==> config.mk <==
export PLATFORM = sky130hd
export DESIGN_NAME = id_ctrl_seq
export DESIGN_NICKNAME = d
export VERILOG_FILES = /design/src/rtl/id_ctrl_seq.sv
export SDC_FILE = /design/constraint.sdc
export NUM_CORES = 1
export LEC_CHECK = 0
export ABC_AREA = 1
export CAP_MARGIN = 20
export CELL_PAD_IN_SITES_DETAIL_PLACEMENT = 1
export CELL_PAD_IN_SITES_GLOBAL_PLACEMENT = 2
export CORE_ASPECT_RATIO = 1.25
export CORE_MARGIN = 4
export CORE_UTILIZATION = 26
export CTS_CLUSTER_SIZE = 10
export DETAILED_ROUTE_END_ITERATION = 8
export PLACE_DENSITY_LB_ADDON = 0.05
export SYNTH_ARGS = -nofsm -noshare
export SYNTH_HDL_FRONTEND = slang
export SYNTH_SLANG_ARGS = --single-unit
==> constraint.sdc <==
create_clock -name clk -period 3.2 [get_ports clk]
set_clock_uncertainty 0.15 [all_clocks]
set_input_delay 0.32 -clock clk [delete_from_list [all_inputs] [get_ports clk]]
set_output_delay 0.32 -clock clk [all_outputs]
set_load 0.005 [all_outputs]
==> src/rtl/id_ctrl_seq.sv <==
// Registered RV32IM control decoder sitting at the ID/EX boundary.
// Holds off issue with a latency counter while the multi-cycle M unit is occupied.
module id_ctrl_seq #(
  parameter int EN_M    = 1,
  parameter int MUL_LAT = 2,
  parameter int DIV_LAT = 33,
  parameter int CNT_W   = 6
) (
  input  logic       clk,
  input  logic       rst,
  input  logic       in_valid,
  input  logic [6:0] opcode,
  input  logic [2:0] funct3,
  input  logic [6:0] funct7,
  input  logic       flush,
  output logic       in_ready,
  output logic       out_valid,
  output logic [3:0] ALU_op,
  output logic       sel_opA,
  output logic       sel_opB,
  output logic       is_stype,
  output logic       wr_en,
  output logic [2:0] dm_select,
  output logic [2:0] imm_select,
  output logic [1:0] sel_data,
  output logic [1:0] store_select,
  output logic       is_muldiv,
  output logic [2:0] muldiv_op,
  output logic       muldiv_start,
  output logic       illegal
);

  localparam logic [CNT_W-1:0] MUL_LOAD = CNT_W'(MUL_LAT - 1);
  localparam logic [CNT_W-1:0] DIV_LOAD = CNT_W'(DIV_LAT - 1);

  logic [CNT_W-1:0] cnt_q, cnt_d;
  logic             busy, accept;

  logic [3:0] alu_f3;
  logic [3:0] dec_alu_op;
  logic       dec_sel_opa, dec_sel_opb, dec_is_stype, dec_wr_en;
  logic [2:0] dec_dm_select, dec_imm_select, dec_muldiv_op;
  logic [1:0] dec_sel_data, dec_store_select;
  logic       dec_is_muldiv, dec_illegal;

  logic       out_valid_q, out_valid_d;
  logic [3:0] alu_op_q, alu_op_d;
  logic       sel_opa_q, sel_opa_d, sel_opb_q, sel_opb_d;
  logic       is_stype_q, is_stype_d, wr_en_q, wr_en_d;
  logic [2:0] dm_select_q, dm_select_d, imm_select_q, imm_select_d;
  logic [1:0] sel_data_q, sel_data_d, store_select_q, store_select_d;
  logic       is_muldiv_q, is_muldiv_d;
  logic [2:0] muldiv_op_q, muldiv_op_d;
  logic       illegal_q, illegal_d;

  assign busy     = (cnt_q != '0);
  assign in_ready = !busy;
  assign accept   = in_valid & in_ready & !flush;

  always_comb begin
    alu_f3 = 4'd1;
    case (funct3)
      3'd0: alu_f3 = 4'd1;
      3'd1: alu_f3 = 4'd8;
      3'd2: alu_f3 = 4'd6;
      3'd3: alu_f3 = 4'd7;
      3'd4: alu_f3 = 4'd5;
      3'd5: alu_f3 = (funct7 == 7'h20) ? 4'hA : 4'd9;
      3'd6: alu_f3 = 4'd4;
      3'd7: alu_f3 = 4'd3;
      default: alu_f3 = 4'd1;
    endcase
  end

  always_comb begin
    dec_alu_op       = 4'd1;
    dec_sel_opa      = 1'b1;
    dec_sel_opb      = 1'b1;
    dec_is_stype     = 1'b0;
    dec_wr_en        = 1'b1;
    dec_dm_select    = funct3;
    dec_imm_select   = 3'd0;
    dec_sel_data     = 2'd1;
    dec_store_select = 2'd2;
    dec_is_muldiv    = 1'b0;
    dec_muldiv_op    = 3'd0;
    dec_illegal      = 1'b0;
    case (opcode)
      7'h37: begin dec_imm_select = 3'd2; dec_sel_data = 2'd2; end
      7'h17: begin dec_imm_select = 3'd2; dec_sel_opa = 1'b0; end
      7'h6F: begin dec_imm_select = 3'd4; dec_sel_data = 2'd0; dec_sel_opa = 1'b0; end
      7'h67: begin dec_imm_select = 3'd4; dec_sel_data = 2'd0; end
      7'h63: begin
        dec_alu_op = 4'd2; dec_imm_select = 3'd3; dec_sel_opb = 1'b0; dec_wr_en = 1'b0;
      end
      7'h03: dec_sel_data = 2'd3;
      7'h23: begin
        dec_is_stype   = 1'b1;
        dec_wr_en      = 1'b0;
        dec_imm_select = 3'd1;
        dec_store_select = (funct3 == 3'd0) ? 2'd0 : (funct3 == 3'd1) ? 2'd1 : 2'd2;
      end
      7'h13: dec_alu_op = alu_f3;
      7'h33: begin
        dec_sel_opb = 1'b0;
        if (funct7 == 7'h01) begin
          if (EN_M != 0) begin
            dec_is_muldiv = 1'b1;
            dec_muldiv_op = funct3;
          end else begin
            dec_illegal = 1'b1;
          end
        end else begin
          dec_alu_op = (funct3 == 3'd0 && funct7 == 7'h20) ? 4'd2 : alu_f3;
        end
      end
      default: dec_illegal = 1'b1;
    endcase
    // An illegal word carries no control side effects, only the flag.
    if (dec_illegal) begin
      dec_alu_op       = 4'd0;
      dec_sel_opa      = 1'b0;
      dec_sel_opb      = 1'b0;
      dec_is_stype     = 1'b0;
      dec_wr_en        = 1'b0;
      dec_dm_select    = 3'd0;
      dec_imm_select   = 3'd0;
      dec_sel_data     = 2'd0;
      dec_store_select = 2'd0;
      dec_is_muldiv    = 1'b0;
      dec_muldiv_op    = 3'd0;
    end
  end

  always_comb begin
    out_valid_d    = 1'b0;
    alu_op_d       = 4'd0;
    sel_opa_d      = 1'b0;
    sel_opb_d      = 1'b0;
    is_stype_d     = 1'b0;
    wr_en_d        = 1'b0;
    dm_select_d    = 3'd0;
    imm_select_d   = 3'd0;
    sel_data_d     = 2'd0;
    store_select_d = 2'd0;
    is_muldiv_d    = 1'b0;
    muldiv_op_d    = 3'd0;
    illegal_d      = 1'b0;
    if (accept) begin
      out_valid_d    = 1'b1;
      alu_op_d       = dec_alu_op;
      sel_opa_d      = dec_sel_opa;
      sel_opb_d      = dec_sel_opb;
      is_stype_d     = dec_is_stype;
      wr_en_d        = dec_wr_en;
      dm_select_d    = dec_dm_select;
      imm_select_d   = dec_imm_select;
      sel_data_d     = dec_sel_data;
      store_select_d = dec_store_select;
      is_muldiv_d    = dec_is_muldiv;
      muldiv_op_d    = dec_muldiv_op;
      illegal_d      = dec_illegal;
    end
  end

  // A zero load value means a single-cycle op, which never raises busy.
  always_comb begin
    cnt_d = cnt_q;
    if (flush) begin
      cnt_d = '0;
    end else if (accept && dec_is_muldiv) begin
      cnt_d = funct3[2] ? DIV_LOAD : MUL_LOAD;
    end else if (busy) begin
      cnt_d = cnt_q - CNT_W'(1);
    end
  end

  always_ff @(posedge clk) begin
    if (rst) begin
      cnt_q          <= '0;
      out_valid_q    <= 1'b0;
      alu_op_q       <= 4'd0;
      sel_opa_q      <= 1'b0;
      sel_opb_q      <= 1'b0;
      is_stype_q     <= 1'b0;
      wr_en_q        <= 1'b0;
      dm_select_q    <= 3'd0;
      imm_select_q   <= 3'd0;
      sel_data_q     <= 2'd0;
      store_select_q <= 2'd0;
      is_muldiv_q    <= 1'b0;
      muldiv_op_q    <= 3'd0;
      illegal_q      <= 1'b0;
    end else begin
      cnt_q          <= cnt_d;
      out_valid_q    <= out_valid_d;
      alu_op_q       <= alu_op_d;
      sel_opa_q      <= sel_opa_d;
      sel_opb_q      <= sel_opb_d;
      is_stype_q     <= is_stype_d;
      wr_en_q        <= wr_en_d;
      dm_select_q    <= dm_select_d;
      imm_select_q   <= imm_select_d;
      sel_data_q     <= sel_data_d;
      store_select_q <= store_select_d;
      is_muldiv_q    <= is_muldiv_d;
      muldiv_op_q    <= muldiv_op_d;
      illegal_q      <= illegal_d;
    end
  end

  assign out_valid    = out_valid_q;
  assign ALU_op       = alu_op_q;
  assign sel_opA      = sel_opa_q;
  assign sel_opB      = sel_opb_q;
  assign is_stype     = is_stype_q;
  assign wr_en        = wr_en_q;
  assign dm_select    = dm_select_q;
  assign imm_select   = imm_select_q;
  assign sel_data     = sel_data_q;
  assign store_select = store_select_q;
  assign is_muldiv    = is_muldiv_q;
  assign muldiv_op    = muldiv_op_q;
  assign muldiv_start = out_valid_q & is_muldiv_q;
  assign illegal      = illegal_q;

endmodule

# Yosys cells after proc, flatten, opt, wreduce, memory -nomap -nowiden
# Cells that the tools add are included.
# totals
out_inout_bits	26
inputBits	21
reg_bits	30
# op_classes
n_reduce_logical	18
add_sub_neg	1
bitwise	8
eq_ne	18
n_mux	22
# ops
cell	n
$pmux 4 s8	1
$eq 7x6->1 const B	4
$eq 7x7->1 const B	3
$mux 6	3
$eq 7x5->1 const B	2
$reduce_or 2->1	7
$eq 3x3->1 const B	4
$pmux 3 s4	1
$pmux 4 s3	1
$reduce_or 5->1	2
$mux 1	9
$reduce_or 9->1	1
$mux 2	4
$mux 4	2
$eq 7x1->1 const B	1
$eq 7x2->1 const B	1
$eq 3x2->1 const B	2
$pmux 2 s3	1
$reduce_bool 6->1	1
$sub 6x1->6 const B	1
$not 1->1	5
$and 1x1->1	3
$eq 3x1->1 const B	1
$logic_not 3->1	1
4 further kinds	6

# Logic depth before layout (Yosys ltp)
# depth
ltp_word	6
mapped_depth	11
depth_no_buf	11

# Worst setup path after synthesis
# No wires, ideal clock.
# synth_timing
kind	register -> register
from	reg cnt_q[0]
to	reg alu_op_q[1] (netlist: ALU_op[1])
setup_time_ns	0.062
slack_ns	1.718
path_stages_with_launch	9
t_arrival_ns	1.270
required_ns	2.988
cell_sequence	dfxtp_1 > inv_1 > ha_1 > nand2_1 > nor2_4 > nand3_4 > nor2_8 > nand3_2 > nor2_2
# synth_between
elab_chain_len	6
# synth_lines
element	line_no	source
start, declared	36	logic [CNT_W-1:0] cnt_q, cnt_d;
start signal, assigned	195	cnt_q <= cnt_d;
$reduce_bool 6->1	56	assign busy = (cnt_q != '0);
$logic_not 1->1	57	assign in_ready = !busy;
via in_ready	16	output logic in_ready,
$and 1x1->1 (2 in a row)	58	assign accept = in_valid & in_ready & !flush;
$not 1->1 (no source line)	-	
$reduce_or 3->1 (no source line)	-	
end signal, assigned	197	alu_op_q <= alu_op_d;
end, declared	47	logic [3:0] alu_op_q, alu_op_d;
# The timed path passes the listed nets, and every way through them passes these cells.
# A chain may end at the register's enable or synchronous reset.

# Final worst setup path
# layout_timing
from	reg cnt_q[0]
to	out in_ready
# layout_between
elab_chain_len	2
# layout_lines
element	line_no
$reduce_bool 6->1	56
$logic_not 1->1	57
end, declared	16
# Every way passes these cells.

==> run_results.csv <==
group,metric,value,unit
global_route,grt_max_degree,11,
clock_tree,cts.sinks,30,
global_route,grt_pass1_wl,6223,um
layout,drive_above_1_share,10.44,%
synthesis,ys_ff_latch,30,
clock_tree,worstSkewPairLatency,0.27,ns
detailed_routing,drc,0,
clock_tree,htreeDepth,2,
synthesis,synthSimpleGateAreaFrac,36.08,%
synthesis,muxShareOfSynthArea,0,%
synthesis,ys_types,23,
sta,fin_tns_setup,0,ns
floorplanning,start_util,27.12,%
sta,setup_viol,0,
synthesis,yosys.area_share.adder,1.791,%
synthesis,synth_area_leaders,"dfxtp_1, nand2_1, inv_1",
synthesis,synth_top_family_by_area,"simple AND/OR/NAND/NOR gates",
sta,drv_slew,0,
synthesis,synthCells,195,
clock_tree,cts_made_buffers,5,
critical_path,critPathArrivalTime,1.69,ns
clock_tree,clock-root-buffer,"clkbuf_8",
floorplanning,die_h,89.97,um
synthesis,synth_xor_area_share,0.6267,%
layout,fillers,657,
global_route,antenna_found_initial,0,
layout,final_nets,271,
critical_path,slowest_delay,0.53,ns
synthesis,synth_edf_count,0,
detailed_routing,ant_nets,0,
job,timing.max_cap.violations,0,
layout,stdcell_count,311,
synthesis,synth_common_cells,"nand2_1, inv_1, nor2_1",
sta,holdWs,0.3635,ns
detailed_routing,drt_iter0_markers,28,
synthesis,yosysSeqAreaShare,42.97,%
synthesis,yosys_warnings,0,
sta,setup_ws,1.037,ns
sta,slew_headroom,73.26,%
synthesis,synthesis.nets,218,
critical_path,worstSetupPathType,"reg -> out",
synthesis,synth_top_area_cell,"dfxtp_1",
synthesis,yosys_most_used_dff,"dfxtp_1",
clock_tree,cts_setup_buffers,0,
clock_tree,cts_tree,"built",
clock_tree,cts_resized,0,
synthesis,yosysMostFrequentCell,"nand2_1",
power,powerDensity,652.3,nW/um^2
floorplanning,core_area,5152,sq um
sta,rsz0062_at_grt,"no",
floorplanning,die_x,73.58,um
synthesis,yosysTopAreaCellShare,42.97,%
floorplanning,die_area,6620,sq um
placed_design,pre_cts_ws,1.040,ns
detailed_routing,drt-vias-per-instance,4.334,
detailed_routing,drtPass1Iterations,4,
power,power_leakage,0.0009595,uW
sta,max_slew.worst_pin.slew,0.3980,ns
status,status,"finished, final reports clean",
placed_design,gp_congestion,0.8465,
placed_design,port_buffers,46,
sta,max_freq,462.3,MHz
floorplanning,num_rows,29,
critical_path,cpMaxStageDelayCell,"clkdlybuf4s50_1",
critical_path,cp-end-kind,"output pin",
sta,hold_violations,0,
clock_tree,clk_pin_slew,0.06,ns
placed_design,hpwl,3136,um
power,ir_drop,0.1952,mV
power,report.power.total,1322,uW
critical_path,start_kind,"flop",
detailed_routing,avgRoutedWirePerCell,11.78,um
critical_path,cp_data_required_time,2.73,ns
sta,period_share,67.59,%
layout,num_antenna_cells,0,
global_route,grt_pass1_vias,1352,
placed_design,placed_cells,303,
critical_path,path_max_fanout,5,
global_route,grt_overflow,0,
hold_path,hold_class,"reg -> reg",
sta,fin_crit,2.163,ns
layout,area_growth,45.03,%
critical_path,cp_cell_sequence,"inv_1 -> ha_1 -> nand2_1 -> nor2_4 -> clkdlybuf4s50_1",
global_route,grt_usage,12.20,%
synthesis,synth_compound_area_share,8.326,%
detailed_routing,vias,1348,
synthesis,synth.avg_cell_area,7.167,sq um
detailed_routing,totalWireLength,3664,um
synthesis,synth_area,1398,sq um
clock_tree,cts_buffer_depth,2,
floorplanning,pin_count,47,
synthesis,async_reset_ff_share,0,%
clock_tree,holdBufCountCts,0,
cell families after synthesis:
group | after synthesis
simple gates | 105
buf+inv | 38
flops | 30
compound gates | 19
fa+ha+maj | 2
xor+xnor | 1
metrics by stage:
| stage | cell area, sq um | utilization, % |
|---|---|---|
| after global placement | 1936 | 37.57 |
| after CTS | 2027 | 39.34 |
| after floorplan | 1398 | - |
| after detailed placement | 1936 | 37.57 |
| after global routing | 2027 | 39.34 |
| final | 2027 | 39.34 |
routing by layer:
layer	vias up	wire length (um)	global-route usage (%)
met5	-	0	0
met4	0	68	6.798
met3	6	186	2.790
met2	35	1963	21.45
met1	598	1446	12.82
li1	709	-	-
layout by cell type, fill, tap and decap left out, types with 3 or more instances in the layout:
cell              n
a21oi_2           3
clkdlybuf4s50_1  46
a211oi_1          3
o21ai_0           5
nand3_1          12
nand2_1          40
a21oi_1           7
nor2_2            4
inv_1            36
dfxtp_1          30
clkbuf_8          6
nor2_1           33
nand4_1           4
report_power, final:
group / total [uW] / switching, uW / internal, uW
clock network: 307 / 134 / 173
logic: 565 / 321 / 243
registers: 451 / 31.9 / 419
final cells by class:
| class | count | area [sq um] | share of cell area, % |
|---|---|---|---|
| Clock buffer | 7 | 86.33 | 4.259 |
| Clock inverter | 1 | 5.005 | 0.2469 |
| Inverter | 38 | 142.6 | 7.037 |
| Multi-Input combinational cell | 127 | 654.4 | 32.28 |
| Sequential cell | 30 | 600.6 | 29.63 |
| Tap cell | 62 | 77.57 | 3.827 |
| Timing Repair Buffer | 46 | 460.4 | 22.72 |
path summary, 6_finish.rpt:
| path | start | end | cells after the start | slack [ns] |
|---|---|---|---|---|
| worst max-delay path | cnt_q[0] | in_ready | 5 | 1.04 |
| worst min-delay path | cnt_q[3] | cnt_q[3] | 1 | 0.36 |
| worst max register to register | cnt_q[0] | ALU_op[0] | 8 | 1.53 |
| worst min register to register | cnt_q[3] | cnt_q[3] | 1 | 0.36 |
sequential cells by signal, summed over array words and instances (netlist names):
signal	flops
ALU_op	4
cnt_q	6
dm_select	3
illegal	1
imm_select	3
is_muldiv	1
is_stype	1
muldiv_op	3
out_valid	1
sel_data	2
sel_opA	1
sel_opB	1
store_select	2
wr_en	1
worst max-delay path, delay by kind of cell (launching register included):
family	cells	cell delay, ns
buffers and inverters	2	0.62
DFF	1	0.34
and+or+nand+nor	2	0.29
adders and majority gates	1	0.17
(Power assumes the default switching activity.)
